--- src/rtl/conv_pkg.sv ---
// Shared frame geometry and sequencer state encoding for the 3x3 conv datapath.
package conv_pkg;
    localparam int N        = 28;
    localparam int M        = 28;
    localparam int K        = 3;
    localparam int CONV_LAT = 1;
    localparam int OUT_W    = N - K + 1;
    localparam int OUT_H    = M - K + 1;

    typedef enum logic [2:0] {
        IDLE   = 3'd0,
        CLEAR  = 3'd1,
        STREAM = 3'd2,
        DRAIN  = 3'd3,
        DONE   = 3'd4
    } state_t;
endpackage

--- src/rtl/conv_tag_pipe.sv ---
// Fixed-depth delay line carrying {vld,r,c} alongside in-flight pixels.
// flush zeroes every stage on the next edge so aborted pixels never emerge.
module conv_tag_pipe #(
    parameter int W     = 1,
    parameter int DEPTH = 1
) (
    input  logic         clk,
    input  logic         rst,
    input  logic         flush,
    input  logic [W-1:0] din,
    output logic [W-1:0] dout
);
    logic [W-1:0] stage [DEPTH];

    always_ff @(posedge clk or posedge rst) begin
        if (rst) begin
            for (int i = 0; i < DEPTH; i++) stage[i] <= '0;
        end else if (flush) begin
            for (int i = 0; i < DEPTH; i++) stage[i] <= '0;
        end else begin
            stage[0] <= din;
            for (int i = 1; i < DEPTH; i++) stage[i] <= stage[i-1];
        end
    end

    assign dout = stage[DEPTH-1];
endmodule

--- src/rtl/conv_sequencer.sv ---
// Frame controller: clears conv, streams one image pixel per clock into it and
// raises result-buffer writes for every complete KxK window, in raster order.
module conv_sequencer
    import conv_pkg::*;
#(
    parameter int RD_LAT  = 1,
    parameter int CLR_CYC = 2,
    parameter int AW      = 10
) (
    input  logic          clk,
    input  logic          reset,
    input  logic          start,
    input  logic          abort,
    output logic          busy,
    output logic          done,
    output logic [AW-1:0] img_addr,
    output logic          img_rd,
    input  logic [15:0]   img_data,
    output logic          conv_rst,
    output logic [15:0]   pxl_out,
    output logic          pxl_vld,
    input  logic [31:0]   conv_out,
    output logic          res_we,
    output logic [AW-1:0] res_addr,
    output logic [31:0]   res_data
);
    localparam int TW = 1 + 2 * AW;
    localparam logic [AW-1:0] LAST_PIX  = AW'(M * N - 1);
    localparam logic [AW-1:0] LAST_COL  = AW'(N - 1);
    localparam logic [AW-1:0] EDGE      = AW'(K - 1);
    localparam logic [7:0]    CLR_END   = 8'(CLR_CYC - 1);
    localparam logic [7:0]    DRAIN_END = 8'(RD_LAT + CONV_LAT - 1);

    state_t        state;
    logic [7:0]    cnt;
    logic [AW-1:0] row;
    logic [AW-1:0] col;
    logic          flush;
    logic [TW-1:0] rd_tag;
    logic [TW-1:0] out_tag;
    logic [AW-1:0] o_r;
    logic [AW-1:0] o_c;

    assign flush = abort && (state == CLEAR || state == STREAM || state == DRAIN);

    always_ff @(posedge clk or posedge reset) begin
        if (reset) begin
            state    <= IDLE;
            cnt      <= '0;
            busy     <= 1'b0;
            done     <= 1'b0;
            img_rd   <= 1'b0;
            img_addr <= '0;
            conv_rst <= 1'b0;
            row      <= '0;
            col      <= '0;
        end else if (flush) begin
            state    <= IDLE;
            busy     <= 1'b0;
            img_rd   <= 1'b0;
            img_addr <= '0;
            conv_rst <= 1'b0;
            row      <= '0;
            col      <= '0;
        end else begin
            case (state)
                IDLE: begin
                    done <= 1'b0;
                    if (start) begin
                        state    <= CLEAR;
                        busy     <= 1'b1;
                        conv_rst <= 1'b1;
                        cnt      <= '0;
                    end
                end
                CLEAR: begin
                    if (cnt == CLR_END) begin
                        state    <= STREAM;
                        conv_rst <= 1'b0;
                        img_rd   <= 1'b1;
                        img_addr <= '0;
                        row      <= '0;
                        col      <= '0;
                    end else begin
                        cnt <= cnt + 8'd1;
                    end
                end
                STREAM: begin
                    if (img_addr == LAST_PIX) begin
                        state    <= DRAIN;
                        img_rd   <= 1'b0;
                        img_addr <= '0;
                        row      <= '0;
                        col      <= '0;
                        cnt      <= '0;
                    end else begin
                        img_addr <= img_addr + 1'b1;
                        if (col == LAST_COL) begin
                            col <= '0;
                            row <= row + 1'b1;
                        end else begin
                            col <= col + 1'b1;
                        end
                    end
                end
                DRAIN: begin
                    // Wait until the last pixel's tag has left both pipes.
                    if (cnt == DRAIN_END) begin
                        state <= DONE;
                        done  <= 1'b1;
                    end else begin
                        cnt <= cnt + 8'd1;
                    end
                end
                DONE: begin
                    state <= IDLE;
                    done  <= 1'b0;
                    busy  <= 1'b0;
                end
                default: state <= IDLE;
            endcase
        end
    end

    conv_tag_pipe #(.W(TW), .DEPTH(RD_LAT)) u_rd_pipe (
        .clk   (clk),
        .rst   (reset),
        .flush (flush),
        .din   ({img_rd, row, col}),
        .dout  (rd_tag)
    );

    conv_tag_pipe #(.W(TW), .DEPTH(CONV_LAT)) u_out_pipe (
        .clk   (clk),
        .rst   (reset),
        .flush (flush),
        .din   (rd_tag),
        .dout  (out_tag)
    );

    assign pxl_vld = rd_tag[TW-1];
    assign pxl_out = pxl_vld ? img_data : 16'd0;

    // A window completes on its bottom-right pixel; left-edge pixels of a row
    // only close windows that wrapped from the previous row, so they are dropped.
    assign o_r      = out_tag[2*AW-1:AW];
    assign o_c      = out_tag[AW-1:0];
    assign res_we   = out_tag[TW-1] && (o_r >= EDGE) && (o_c >= EDGE);
    assign res_addr = res_we ? ((o_r - EDGE) * AW'(OUT_W) + (o_c - EDGE)) : '0;
    assign res_data = conv_out;
endmodule

--- config.mk ---
export PLATFORM = sky130hd
export DESIGN_NAME = conv_sequencer
export DESIGN_NICKNAME = d
export VERILOG_FILES = /design/src/rtl/conv_pkg.sv /design/src/rtl/conv_tag_pipe.sv /design/src/rtl/conv_sequencer.sv
export SDC_FILE = /design/constraint.sdc
export NUM_CORES = 1
export LEC_CHECK = 0
export BUFFER_PORTS_ARGS = -buffer_cell sky130_fd_sc_hd__buf_2
export CELL_PAD_IN_SITES_DETAIL_PLACEMENT = 1
export CELL_PAD_IN_SITES_GLOBAL_PLACEMENT = 1
export CORE_MARGIN = 1.5
export CORE_UTILIZATION = 42
export CTS_BUF_LIST = sky130_fd_sc_hd__clkbuf_4 sky130_fd_sc_hd__clkbuf_8
export CTS_CLUSTER_SIZE = 20
export DETAILED_ROUTE_END_ITERATION = 10
export PLACE_DENSITY = 0.81
export SYNTH_ARGS = -nofsm -noshare
export SYNTH_HDL_FRONTEND = slang
export SYNTH_SLANG_ARGS = --single-unit
export TNS_END_PERCENT = 30
--- constraint.sdc ---
create_clock -name clk -period 6.05 [get_ports clk]
set_clock_uncertainty 0.05 [all_clocks]
set_input_delay 0.9075 -clock clk [delete_from_list [all_inputs] [get_ports clk]]
set_output_delay 0.9075 -clock clk [all_outputs]
set_load 0.02 [all_outputs]
[Word level (Yosys, flattened, before mapping)]
Cells that the tools add are included.
Storage, ports and cells
  flip-flop bits (word level): 87
  input bits: 52
  logic and storage cells: 96
Operators by class
  $add $sub $neg: 7
  $mul: 1
  magnitude comparators: 2
  eq/ne operators: 16
  multiplexer cells: 37
  bitwise operators: 1
  reductions and logical operators: 21
Operator list (number)
  10-bit two-way mux: 10
  10-bit case mux with 2 select lines: 3
  21-bit two-way mux: 2
  10-bit by 1-bit adder with 10-bit output, second input constant: 3
  8-bit two-way mux: 3
  8-bit case mux with 3 select lines: 1
  10-bit by 2-bit >= comparator with 1-bit output, second input constant: 2
  10-bit by 2-bit subtractor with 10-bit output, second input constant: 2
  16-bit two-way mux: 1
  3-bit two-way mux: 5
  3-bit case mux with 4 select lines: 1
  3-bit AND reduction: 4
  3-bit nonzero test: 4
  10-bit adder: 1
  10-bit equality test, second input constant: 1
  10-bit by 5-bit equality test with 1-bit output, second input constant: 1
  10-bit by 4-bit multiplier with 9-bit output, second input constant: 1
  3-bit by 2-bit != test with 1-bit output, second input constant: 3
  8-bit by 1-bit adder with 8-bit output, second input constant: 1
  8-bit by 1-bit equality test with 1-bit output, second input constant: 1
  1-bit case mux with 2 select lines: 4
  1-bit two-way mux: 7
  3-bit by 2-bit equality test with 1-bit output, second input constant: 2
  5-bit AND reduction: 1
  14 further kinds: 21

[Logic depth before layout (Yosys ltp)]
  depth in word-level cells: 6
  depth in mapped cells: 18

[Hierarchy]
A second synthesis with hierarchy kept.
Unflattened totals
  cell total of the unflattened synthesis: 543
  area total of the unflattened synthesis: 5357.6 um^2
By module, submodules not included
  conv_sequencer: times used 1, cells an instance 453, area each 3891.2 um^2, seq. area each 1126.1 um^2
  conv_tag_pipe: times used 2, cells an instance 45, area each 733.2 um^2, seq. area each 525.5 um^2

[Least setup slack after synthesis]
OpenSTA, ideal clock, no wires.
  path kind: flip-flop to output port
  from: register u_out_pipe.stage, in the netlist u_out_pipe.dout[11]
  to: output port res_addr[9]
  arrival: 4.056 ns
  slack: 1.037 ns
  stages on the path, launching flop included: 16
  buffers on the path: 0
  cells stage by stage: dfrtp_1 > inv_1 > ha_1 > nor3b_1 > xnor2_1 > inv_1 > ha_1 > fa_1 > ha_1 > xor2_1 > ha_1 > inv_1 > ha_1 > a2111oi_0 > nor3_1 > nor3b_1
Between the ends
  cells in the longest elaborated chain, start to end: 4
  elaborated cells between the ends (all ways): 7
RTL lines
  start: declaration: RTL line conv_tag_pipe.sv:13  | logic [W-1:0] stage [DEPTH];
  10-bit by 2-bit subtractor with 10-bit output or 10-bit by 2-bit >= comparator with 1-bit output (tied branches): RTL line conv_sequencer.sv:149, conv_sequencer.sv:148
  10-bit by 4-bit multiplier with 9-bit output or 1-bit logical AND (tied branches): RTL line conv_sequencer.sv:149, conv_sequencer.sv:148
  10-bit adder or 1-bit logical AND (tied branches): RTL line conv_sequencer.sv:149, conv_sequencer.sv:148
  10-bit two-way mux (*): RTL line conv_sequencer.sv:149  | assign res_addr = res_we ? ((o_r - EDGE) * AW'(OUT_W) + (o_c - EDGE)) : '0;
  end: declaration: RTL line conv_sequencer.sv:24  | output logic [AW-1:0] res_addr,
Every way passes the cells marked *; elsewhere a longest branch is shown, timed or not.

[Worst setup path after layout]
Ends and elaborated chain as after synthesis.

==> out/metrics.cfg <==
[run_status]
status=completed

[timing]
tightest_slew_ps=1070
slew_headroom=0.285
final.setup.tns_ps=0
finalSetupViolCount=0
grt_setup_unrepaired=false
hold_violations=0
post-route-period-util=0.919
finalMaxSlewViolations=0
min_period_ps=5560
fmax_mhz=180

[clock_network]
cts_buffer_depth=2
clk_pin_slew_ps=80
cts-root-buf=clkbuf_8
cts_buffers=9
cts.sinks=87
cts_max_level=3
clk_latency_ps=350
cts_tree=yes
postCtsHoldBufs=0

[route]
drtAntennaViolNets=0
viasPerCell=5.19
drc=0
drtPass1Iterations=4
vias=3808
routedWlPerCell_um=15.5
drt_wl_total_um=11400
drt-initial-drc-count=117

[die]
start_util=0.432
core_area_mm2=0.0121
die_y_um=114
die_area_mm2=0.0131
num_rows=40
io_pins=126
die_w_um=114

[final_layout]
diodes=0
syn_to_final_growth_pct=7.88
drive_gt1_frac=0.170
nets=652
fin_cells=734

[power_and_ir_drop]
p_total_mw=1.91
power.internal_mw=1.12
p_leak_nw=2.82
netSwitchingFraction=0.413
p_seq_frac=0.367
powerDensity_mw_per_mm2=340
comb_power_share=0.436
irDropWorstVdd_v=0.000114
switching_power_mw=0.788
power.clock.fraction=0.197

[setup_path]
cp.arrival_ps=4600
crit_chain=inv_1 > ha_1 > nor3b_1 > xnor2_1 > inv_1 > ha_1 > fa_1 > ha_1 > xor2_1 > ha_1 > inv_1 > ha_1 > a2111oi_1 > o21ai_0 > nor3b_1 > buf_2
worstPathRequired_ps=5090
timing.critical_path.mode_cell=ha_1
crit_family=adder cells
end_kind=primary output
cp_num_buf_inv=4
startpoint_type=flip-flop
path_class=reg2out
critPathMaxFanout=6
crit_slowest_cell=fa_1
slowest_delay_ps=500

[synth]
syn_inst=536
synthMostInstantiatedCell=dfrtp_1
synth_async_sr_flop_share=1.00
synth_area_leaders=dfrtp_1, ha_1, nor2b_1
synth_compound_area_frac=0.125
yosys.area.top_type=dfrtp_1
synth_top_family_by_area=simple AND/OR/NAND/NOR gates
synth_area_per_cell_um2=9.72
synthSimpleGateAreaFrac=0.204
netlist_area_mm2=0.00521
seq_area_frac_synth=0.418
synth_top_area_frac=0.418
ys_ff_latch=87
synth-xor-area-share=0.0524
syn-num-nets=627
muxShareOfSynthArea=0.00192
ys_warn_count=0
ys_top_cells_by_count=dfrtp_1, inv_1, nor2b_1
synth_fa_ha_area_frac=0.102
synth_cell_types=52
synthFlopType=dfrtp_1
synth_edf_count=0

[place]
gp_congestion=0.816
numPortBuffers=61
dp.cells=718
dp_hpwl_um=8510

[global_route]
grt_pass1_vias=4097
grt_max_degree=88
grt_usage=0.188
antenna_found_initial=0
grt_pass1_wl_um=19700
grt_overflow_total=0

[hold_path]
min_path_type=reg2reg

[flow_run]
cap_violations=0

==> power groups by stage <==
stage / Sequential (mW) / Clock [mW] / Combinational (mW)
final: 0.701 / 0.377 / 0.832
after detailed placement: 0.712 / 0 / 0.834
after global placement: 0.706 / 0 / 0.790
after CTS: 0.702 / 0.389 / 0.842
after global routing: 0.711 / 0.412 / 0.933
after floorplan: 0.701 / 0 / 0.670
==> state kept, by name, summed over array words and instances (netlist names) <==
| signal | flops |
|---|---|
| row | 10 |
| img_rd | 1 |
| u_rd_pipe.dout | 21 |
| cnt | 8 |
| col | 10 |
| busy | 1 |
| state | 3 |
| conv_rst | 1 |
| done | 1 |
| img_addr | 10 |
| u_out_pipe.dout | 21 |
==> cells by family (layout without fill, tap and decap cells) <==
group | Yosys count | count (layout)
compound gates | 95 | 95
xor+xnor | 28 | 28
fa+ha+maj | 39 | 39
buf+inv | 100 | 130
flops | 87 | 87
mux | 1 | 1
simple gates | 186 | 186
==> layout make-up <==
type | count | area [um^2]
Fill cell | 1390 | 6440
Multi-Input combinational cell | 349 | 2530
Sequential cell | 87 | 2180
Timing Repair Buffer | 63 | 320
Tap cell | 168 | 210
Inverter | 51 | 193
Clock buffer | 11 | 145
Clock inverter | 5 | 41.3
==> final timing paths <==
path                                     startpoint             endpoint  slack (ps)  cells past startpoint
worst min-delay path              u_rd_pipe.dout[9]   u_out_pipe.dout[9]         420                      1
worst min register to register    u_rd_pipe.dout[9]   u_out_pipe.dout[9]         420                      1
worst max register to register          img_addr[5]               row[3]        3040                      6
max in group asynchronous                     reset               col[3]        4420                      3
worst max-delay path            u_out_pipe.dout[11]          res_addr[9]         490                     16
min in group asynchronous                     reset  u_out_pipe.dout[16]         840                      3
==> metrics by stage <==
stage	area (um^2)	setup WS [ps]	hold slack (ps)	util
floorplan	5210	1040	389	-
global placement	5430	1050	396	0.450
detailed placement	5430	714	405	0.450
CTS	5620	299	423	0.466
global route	5620	64.2	462	0.466
finish	5620	492	419	0.466
==> timing repair <==
item	in CTS	in global routing
buffers inserted	0	0
hold endpoints to repair	0	0
endpoints found under the setup margin	0	1
resized for setup	0	1
==> routing by layer <==
layer | global-route usage | share of wire | vias to the layer above
li1 | - | - | 1824
met1 | 0.228 | 0.43 | 1917
met2 | 0.339 | 0.53 | 50
met3 | 0.0339 | 0.026 | 17
met4 | 0.0608 | 0.013 | 0
met5 | 0 | 0 | -
==> layout by cell type (no fill, tap or decap), types with 3 or more instances in the layout <==
master    count
o31ai_1       7
nand3_1      13
a21o_1        5
a21oi_1      13
nand4_1       9
nand2b_1      9
o21ai_0      38
nor4_1        7
ha_1         33
o21bai_1      3
and2_1       21
nor3_2        3
nand2_1      24
and3_1        9
nor3b_1       3
xor2_1       12
inv_1        50
nor2_1       23
fa_1          6
a22o_1        6
xnor2_1      14
nor2b_1      46
nor3_1        8
dfrtp_1      87
buf_2        61
clkbuf_8     10
a31oi_1       7
or3_1         4
Note: power is estimated with default switching activity, not from simulation.
